<file path="src/rtl/wb_pwm_capture.sv">
// Four-channel RC pulse-width capture with a Wishbone slave register interface.
// Optional rise-to-rise period measurement is built when PWMCAP_PERIOD_EN is defined.
//
//   state   | meaning
//   --------+-------------------------------------------------
//   st_idle | no valid rise seen since reset/enable/timeout
//   st_high | counting high cycles of the current pulse
//   st_low  | pulse captured, waiting for the next rise
module wb_pwm_capture #(
  parameter int cnt_width      = 22,
  parameter int timeout_cycles = 5_000_000
) (
  input  logic        clk,
  input  logic        reset,
  input  logic [31:0] wb_adr_i,
  input  logic [31:0] wb_dat_i,
  output logic [31:0] wb_dat_o,
  input  logic [3:0]  wb_sel_i,
  input  logic        wb_stb_i,
  input  logic        wb_cyc_i,
  input  logic        wb_we_i,
  output logic        wb_ack_o,
  output logic        intr,
  input  logic [3:0]  pwm_in
);

  localparam int idle_w = $clog2(timeout_cycles + 1);
  localparam logic [idle_w-1:0]    tmo_load = idle_w'(timeout_cycles - 1);
  localparam logic [idle_w-1:0]    idle_one = idle_w'(1);
  localparam logic [cnt_width-1:0] cnt_one  = cnt_width'(1);
  localparam logic [cnt_width-1:0] cnt_max  = '1;

  typedef enum logic [1:0] {st_idle, st_high, st_low} chan_state_t;

  logic [3:0] sync1, sync2, sync3;
  logic [3:0] rise, fall;
  logic [3:0] new_flag, lost_flag;
  logic [3:0] cap_evt, tmo_evt;
  logic [4:0] ctrl;

  chan_state_t          state     [4];
  logic [cnt_width-1:0] width_cnt [4];
  logic [cnt_width-1:0] width_reg [4];
  logic [idle_w-1:0]    idle_cnt  [4];
`ifdef PWMCAP_PERIOD_EN
  logic [cnt_width-1:0] period_cnt [4];
  logic [cnt_width-1:0] period_reg [4];
  logic [3:0]           seen_rise;
`endif

  logic        access, wr_en;
  logic [3:0]  reg_idx;
  logic [7:0]  w1c;
  logic [31:0] rd_data;
  logic        unused_ok;

  assign unused_ok = ^{wb_sel_i, wb_adr_i[31:6], wb_adr_i[1:0], wb_dat_i[31:8]};

  assign access  = wb_stb_i & wb_cyc_i & ~wb_ack_o;
  assign wr_en   = access & wb_we_i;
  assign reg_idx = wb_adr_i[5:2];
  assign w1c     = (wr_en && reg_idx == 4'd0) ? wb_dat_i[7:0] : 8'h00;

  assign rise = sync2 & ~sync3;
  assign fall = ~sync2 & sync3;
  assign intr = ctrl[4] & |new_flag;

  always_ff @(posedge clk) begin
    if (reset) begin
      sync1 <= '0;
      sync2 <= '0;
      sync3 <= '0;
    end else begin
      sync1 <= pwm_in;
      sync2 <= sync1;
      sync3 <= sync2;
    end
  end

  // A rise on the terminal cycle counts as activity, so it beats the timeout.
  always_comb begin
    tmo_evt = '0;
    cap_evt = '0;
    for (int i = 0; i < 4; i++) begin
      tmo_evt[i] = ctrl[i] & ~rise[i] & (idle_cnt[i] == '0);
      cap_evt[i] = ctrl[i] & ~tmo_evt[i] & fall[i] & (state[i] == st_high);
    end
  end

  always_ff @(posedge clk) begin
    if (reset) begin
      for (int i = 0; i < 4; i++) begin
        state[i]     <= st_idle;
        width_cnt[i] <= '0;
        width_reg[i] <= '0;
        idle_cnt[i]  <= '0;
`ifdef PWMCAP_PERIOD_EN
        period_cnt[i] <= '0;
        period_reg[i] <= '0;
        seen_rise[i]  <= 1'b0;
`endif
      end
    end else begin
      for (int i = 0; i < 4; i++) begin
        if (!ctrl[i]) begin
          state[i]     <= st_idle;
          width_cnt[i] <= '0;
          idle_cnt[i]  <= tmo_load;
`ifdef PWMCAP_PERIOD_EN
          period_cnt[i] <= '0;
          seen_rise[i]  <= 1'b0;
`endif
        end else if (tmo_evt[i]) begin
          state[i]     <= st_idle;
          width_cnt[i] <= '0;
          width_reg[i] <= '0;
          idle_cnt[i]  <= tmo_load;
`ifdef PWMCAP_PERIOD_EN
          period_cnt[i] <= '0;
          period_reg[i] <= '0;
          seen_rise[i]  <= 1'b0;
`endif
        end else begin
          idle_cnt[i] <= rise[i] ? tmo_load : idle_cnt[i] - idle_one;
`ifdef PWMCAP_PERIOD_EN
          if (rise[i]) begin
            if (seen_rise[i]) period_reg[i] <= period_cnt[i];
            period_cnt[i] <= cnt_one;
            seen_rise[i]  <= 1'b1;
          end else if (seen_rise[i] && period_cnt[i] != cnt_max) begin
            period_cnt[i] <= period_cnt[i] + cnt_one;
          end
`endif
          case (state[i])
            st_idle, st_low: begin
              if (rise[i]) begin
                state[i]     <= st_high;
                width_cnt[i] <= cnt_one;
              end
            end
            st_high: begin
              if (fall[i]) begin
                width_reg[i] <= width_cnt[i];
                state[i]     <= st_low;
              end else if (width_cnt[i] != cnt_max) begin
                width_cnt[i] <= width_cnt[i] + cnt_one;
              end
            end
            default: state[i] <= st_idle;
          endcase
        end
      end
    end
  end

  // Hardware set wins over a same-cycle software clear.
  always_ff @(posedge clk) begin
    if (reset) begin
      new_flag  <= '0;
      lost_flag <= '0;
    end else begin
      new_flag  <= (new_flag  & ~w1c[3:0]) | cap_evt;
      lost_flag <= (lost_flag & ~w1c[7:4]) | tmo_evt;
    end
  end

  always_comb begin
    rd_data = '0;
    case (reg_idx)
      4'd0: rd_data[7:0] = {lost_flag, new_flag};
      4'd1: rd_data[4:0] = ctrl;
      4'd2: rd_data[cnt_width-1:0] = width_reg[0];
      4'd3: rd_data[cnt_width-1:0] = width_reg[1];
      4'd4: rd_data[cnt_width-1:0] = width_reg[2];
      4'd5: rd_data[cnt_width-1:0] = width_reg[3];
`ifdef PWMCAP_PERIOD_EN
      4'd6: rd_data[cnt_width-1:0] = period_reg[0];
      4'd7: rd_data[cnt_width-1:0] = period_reg[1];
      4'd8: rd_data[cnt_width-1:0] = period_reg[2];
      4'd9: rd_data[cnt_width-1:0] = period_reg[3];
`endif
      default: rd_data = '0;
    endcase
  end

  always_ff @(posedge clk) begin
    if (reset) begin
      wb_ack_o <= 1'b0;
      wb_dat_o <= '0;
      ctrl     <= '0;
    end else begin
      wb_ack_o <= access;
      if (access) wb_dat_o <= wb_we_i ? 32'h0 : rd_data;
      if (wr_en && reg_idx == 4'd1) ctrl <= wb_dat_i[4:0];
    end
  end

endmodule

</file>
<file path="config.mk">
export PLATFORM = sky130hd
export DESIGN_NAME = wb_pwm_capture
export DESIGN_NICKNAME = d
export VERILOG_FILES = /design/src/rtl/wb_pwm_capture.sv
export SDC_FILE = /design/constraint.sdc
export NUM_CORES = 1
export LEC_CHECK = 0
export BUFFER_PORTS_ARGS = -buffer_cell sky130_fd_sc_hd__buf_2
export CORE_MARGIN = 2
export CORE_UTILIZATION = 30
export CTS_BUF_LIST = sky130_fd_sc_hd__clkbuf_2
export CTS_CLUSTER_DIAMETER = 40
export DETAILED_ROUTE_END_ITERATION = 16
export PLACE_DENSITY = 0.47
export RECOVER_POWER = 25
export SLEW_MARGIN = 20
export SYNTH_ARGS = -nofsm -noshare
export SYNTH_HDL_FRONTEND = slang
export SYNTH_SLANG_ARGS = --single-unit
</file>
<file path="constraint.sdc">
create_clock -name clk -period 2.8 [get_ports clk]
set_input_delay 0.14 -clock clk [delete_from_list [all_inputs] [get_ports clk]]
set_output_delay 0.14 -clock clk [all_outputs]
set_load 0.02 [all_outputs]
</file>
======== After elaboration in Yosys (flattened, before gate mapping) ========
Memories as Yosys holds them, arrays and structs flattened.
Cells that the tools add are included.
word-level totals
  output and inout bits ................... 34
  bits in registers ....................... 58
  memory bits (writable) .................. 276
  memories kept ........................... 4
cells by class
  $add $sub $neg .......................... 8
  reduce and logical (&&, ||, !) cells .... 20
  equality and inequality tests ........... 17
  bitwise operators ....................... 99
  multiplexer cells ....................... 207
memories
  memory     depth  width  read ports  clocked after memory_dff  write ports  line  RTL
  idle_cnt   4      23     4           0                         4            44    logic [idle_w-1:0] idle_cnt [4];
  width_cnt  4      22     4           0                         4            42    logic [cnt_width-1:0] width_cnt [4];
  width_reg  4      22     4           0                         4            43    logic [cnt_width-1:0] width_reg [4];
  state      4      2      4           0                         4            41    chan_state_t state [4];
operators with widths
  kind                                                                   count
  22-bit two-way mux                                                     25
  23-bit two-way mux                                                     16
  1-bit two-way mux                                                      142
  23-bit zero test                                                       4
  23-bit by 1-bit subtractor with 23-bit output (second input constant)  4
  22-bit by 1-bit adder with 22-bit output (second input constant)       4
  22-bit != test (second input constant)                                 4
  1-bit bitwise OR                                                       56
  14-bit one-hot mux with 4 select lines                                 1
  2-bit two-way mux                                                      20
  5-bit one-hot mux with 6 select lines                                  1
  1-bit AND                                                              24
  4-bit AND                                                              4
  4-bit NOT                                                              4
  3-bit one-hot mux with 5 select lines                                  1
  3-bit OR reduction                                                     4
  1-bit NOT                                                              9
  2-bit by 1-bit == test with 1-bit output (second input constant)       4
  2-bit == test (second input constant)                                  4
  4-bit by 2-bit == test with 1-bit output (second input constant)       2
  4-bit by 3-bit == test with 1-bit output (second input constant)       2
  2-bit zero test                                                        4
  8-bit two-way mux                                                      1
  4-bit bitwise OR                                                       2
  5 further kinds                                                        9

======== Depth between registers and ports, before layout ========
  depth after elaboration ................. 13
  gate-level depth with buffers ........... 8
  depth with buffers taken out ............ 7

======== Least setup slack after synthesis ========
No wires, ideal clock.
  path kind ............................... register -> register
  from .................................... memory idle_cnt[1][16] (netlist bit)
  to ...................................... memory width_reg[1][0] (enable)
  data arrival time ....................... 2435 ps
  stages on the path, launching flop included .. 5
  path buffers ............................ 0
  clock period less this slack ............ 2818 ps
  setup slack ............................. -18 ps
  cell sequence ........................... edfxtp_1 -> or4_4 -> or3_4 -> or4_4 -> nand3_1
RTL lines
  item         line
  from (decl)  44
  to (decl)    43

==> summary.md <==
| Metric | Value |
|---|---|
| Status | finished with violations |
| Violated checks | max-capacitance violations, max-slew violations |
| GR met1 Demand/Resource | 0.195 |
| Main synth FF type | edfxtp_1 |
| Crit path largest cell delay | 560 ps |
| Top post-synthesis cells by area | edfxtp_1 (52%), dfxtp_1 (6.0%), nor2_1 (4.5%) |
| Worst setup EP type | flop |
| Relative slew slack | -0.0188 |
| Routability cong. | 0.813 |
| Post-Syn Instances | 1444 |
| Routed Antenna Nets | 0 |
| Sequential area share after synthesis | 0.577 |
| EDFF count, synth | 276 |
| Ys async rst share | 0 |
| R2R Path Start | idle_cnt[0][17] |
| Post-synth top cells | edfxtp_1 (276), nor2_1 (192), nand2_1 (94) |
| Critical path class | reg -> reg |
| Setup TNS | 0 ps |
| CTS clk-pin slew, worst paths | 120 ps |
| Clock Skew | 111 ps |
| Die W | 235 um |
| Warning count from the yosys run | 0 |
| CP top delay family | simple AND/OR/NAND/NOR gates |
| PnR worst setup slack | 134 ps |
| Area Growth Syn to Fin | 19.1% |
| Critical Path AT | 3680 ps |
| Synthesized area | 16000 um^2 |
| R2r setup slk | 130 ps |
| Pre-CTS WS | 196 ps |
| Wirelength per Cell | 15.9 um |
| I/O pin count | 111 |
| Hold slack final | 172 ps |
| Count of pins over their slew limit | 22 |
| Mean Syn Cell Area | 11.1 um^2 |
| Number of nets in the layout | 1813 |
| Iter 0 DRT Violations | 924 |
| R2R depth | 5 |
| Grt met3 use | 0.0410 |
| Ratio of routed vias to standard cells | 4.70 |
| Number of cells on the worst hold path | 5 |
| Clock latency on the worst-skew pair | 1100 ps |
| Int Pwr | 6.98 mW |
| Critical-path top delay cell | or4_4 |
| TritonCTS Buffers | 96 |
| Slew @ Worst Pin | 1530 ps |
| # setup viols final | 0 |
| Required time worst endpoint | 3810 ps |
| Leak Pwr | 6.80 nW |
| Unrepaired setup endpoints after global routing | no |
| Reg power frac | 0.567 |
| Startpoint Class | flop |
| Min cycle time layout | 2670 ps |
| Hold Path Origin | wb_adr_i[5] |
| Synth top area share | 0.517 |
| Post-synth top area cell | edfxtp_1 |
| Total Routing Usage GR | 0.144 |
| Synth cell types | 65 |
| Yosys reg bits | 324 |
| Clk pwr share | 0.379 |
| VDD IR-drop max | 0.000228 V |
| Final Hold Viols | 0 |
| Top-count cell post-synth | edfxtp_1 |
| Layout cells sized above 1 | 0.157 |
| Initial Util | 0.304 |
| Switching share of total power | 0.273 |
| Combinational group share of total power | 0.053 |
| Max Cap Viol | 1 |
| Core area | 52700 um^2 |
| I/O Buffers | 44 |
| Switching power | 2.61 mW |
| Critical R2R Capture | lost_flag[0] |
| Vias in the first global route | 11608 |
| Die area | 55300 um^2 |
| # DRC | 0 |
| Area after DPL | 17700 um^2 |
| Vias after detailed routing | 11767 |
| CTS tree | done |
| WHS Endpoint | wb_dat_o[0] |
| H-Tree Depth | 3 |
| WL final | 39.8 mm |
| Min-Delay Path Class | in -> reg |
| Final instance area | 19100 um^2 |
| Crit-path cells | or3_1 -> or4_1 -> or4_4 -> a21oi_1 -> dlygate4sd3_1 |
| DPL Wire Length | 26.9 mm |
| CP bufs+invs | 1 |
| Site Rows | 84 |
| Most used routing layer | met2 |
| Initial antenna violation count | 3 |
| Max reg flops | 92 |
| Die Y | 235 um |
| CTS sink count | 324 |
| Clock Tree Buf Depth | 3 |
| Total congestion overflow | 0 |
| Peak Freq | 375 MHz |
| CP Max Fanout | 4 |
| First-pass GRT wire length | 63.1 mm |
| Power Density | 503 nW/um^2 |
| Clock Tree Root | clkbuf_2 |
| Pre-antenna DRT Iters | 6 |
| Met2 usage | 0.220 |
| Largest net degree at the start of global routing | 44 |
| Period utilisation layout | 0.952 |
metrics by stage:
stage	utilization	total power, mW	instances
after global placement	0.336	6.01	2260
final	0.362	9.59	2502
after CTS	0.363	9.78	2493
after detailed placement	0.336	6.01	2260
after floorplan	-	5.84	1544
after global routing	0.362	10.1	2502
cell families (layout without fill, tap and decap cells):
family / count (synthesis) / after routing / share of synthesized area
buf+inv: 92 / 354 / 0.0251
simple gates: 680 / 680 / 0.219
xor+xnor: 152 / 152 / 0.0831
other cells: 2 / 110 / 0.000469
mux: 29 / 29 / 0.0195
flops: 324 / 324 / 0.577
compound gates: 153 / 153 / 0.0661
fa+ha+maj: 12 / 12 / 0.00937
routing by layer:
layer / routed length (um) / up-vias
met5: 0 / -
met4: 1070 / 0
met2: 17800 / 280
met3: 2680 / 87
li1: - / 5789
met1: 18200 / 5611
area by class of cell:
class | count | area, um^2
Fill cell | 5398 | 33600
Multi-Input combinational cell | 1128 | 6760
Antenna cell | 8 | 20.0
Tap cell | 688 | 861
Inverter | 24 | 90.1
Clock buffer | 149 | 746
Clock inverter | 31 | 145
Sequential cell | 324 | 9250
Timing Repair Buffer | 150 | 1210
worst min-delay path, cell delays in order:
cell	delay, ps
dlygate4sd3_1	560
buf_2	160
nor3_1	140
a22oi_1	170
nor2_1	60
repair_timing:
action | in CTS | in global routing
endpoints found under the setup margin | 0 | 32
gates resized for setup | 0 | 1
hold buffers | 53 | 0
hold endpoints to repair | 129 | 0
buffers inserted | 0 | 1
cells in the final DEF, fill, tap and decap left out, types with 10 or more instances in the layout:
cell           Yosys  final
nand2_1           94     94
or4_1             10     10
edfxtp_1         276    276
nor2_1           192    190
or3_1             26     26
buf_4             11     34
dlygate4sd3_1      0     53
buf_2              6     19
mux2i_1           11     11
clkinv_1           0     19
nor2b_1           29     29
nor4_1            26     26
a21oi_2           10     10
mux2_2            18     18
buf_12             0     10
a21oi_1           59     59
nand3_1           62     61
nor3_1            54     53
and3_1            15     15
nand2b_1          12     12
dfxtp_1           48     48
inv_1             24     24
nand4_1           32     32
clkbuf_2           0    150
conb_1             2    102
xor2_1            77     77
a222oi_1          17     17
o21ai_0           11     11
ha_1              12     12
xnor2_1           75     75
and2_1            85     77
clkbuf_1          49     32
worst max path at each step:
stage / start / to / slack [ps] / depth (start not counted)
detailed placement: idle_cnt[2][0] / width_cnt[2][8] / 200 / 8
global placement: idle_cnt[0][16] / width_reg[0][7] / 160 / 6
CTS: idle_cnt[0][17] / lost_flag[0] / 120 / 5
global route: idle_cnt[0][12] / lost_flag[0] / 10 / 5
floorplan: idle_cnt[1][16] / width_cnt[1][0] / 40 / 5
finish: idle_cnt[0][17] / lost_flag[0] / 130 / 5
power by group through the flow:
| stage | clock network, mW | logic [mW] | registers (mW) |
|---|---|---|---|
| after floorplan | 0 | 0.320 | 5.52 |
| after global placement | 0 | 0.456 | 5.55 |
| after detailed placement | 0 | 0.460 | 5.55 |
| after CTS | 3.83 | 0.513 | 5.44 |
| after global routing | 4.09 | 0.567 | 5.46 |
| final | 3.64 | 0.512 | 5.44 |
Note: power is estimated with default switching activity, not from simulation.
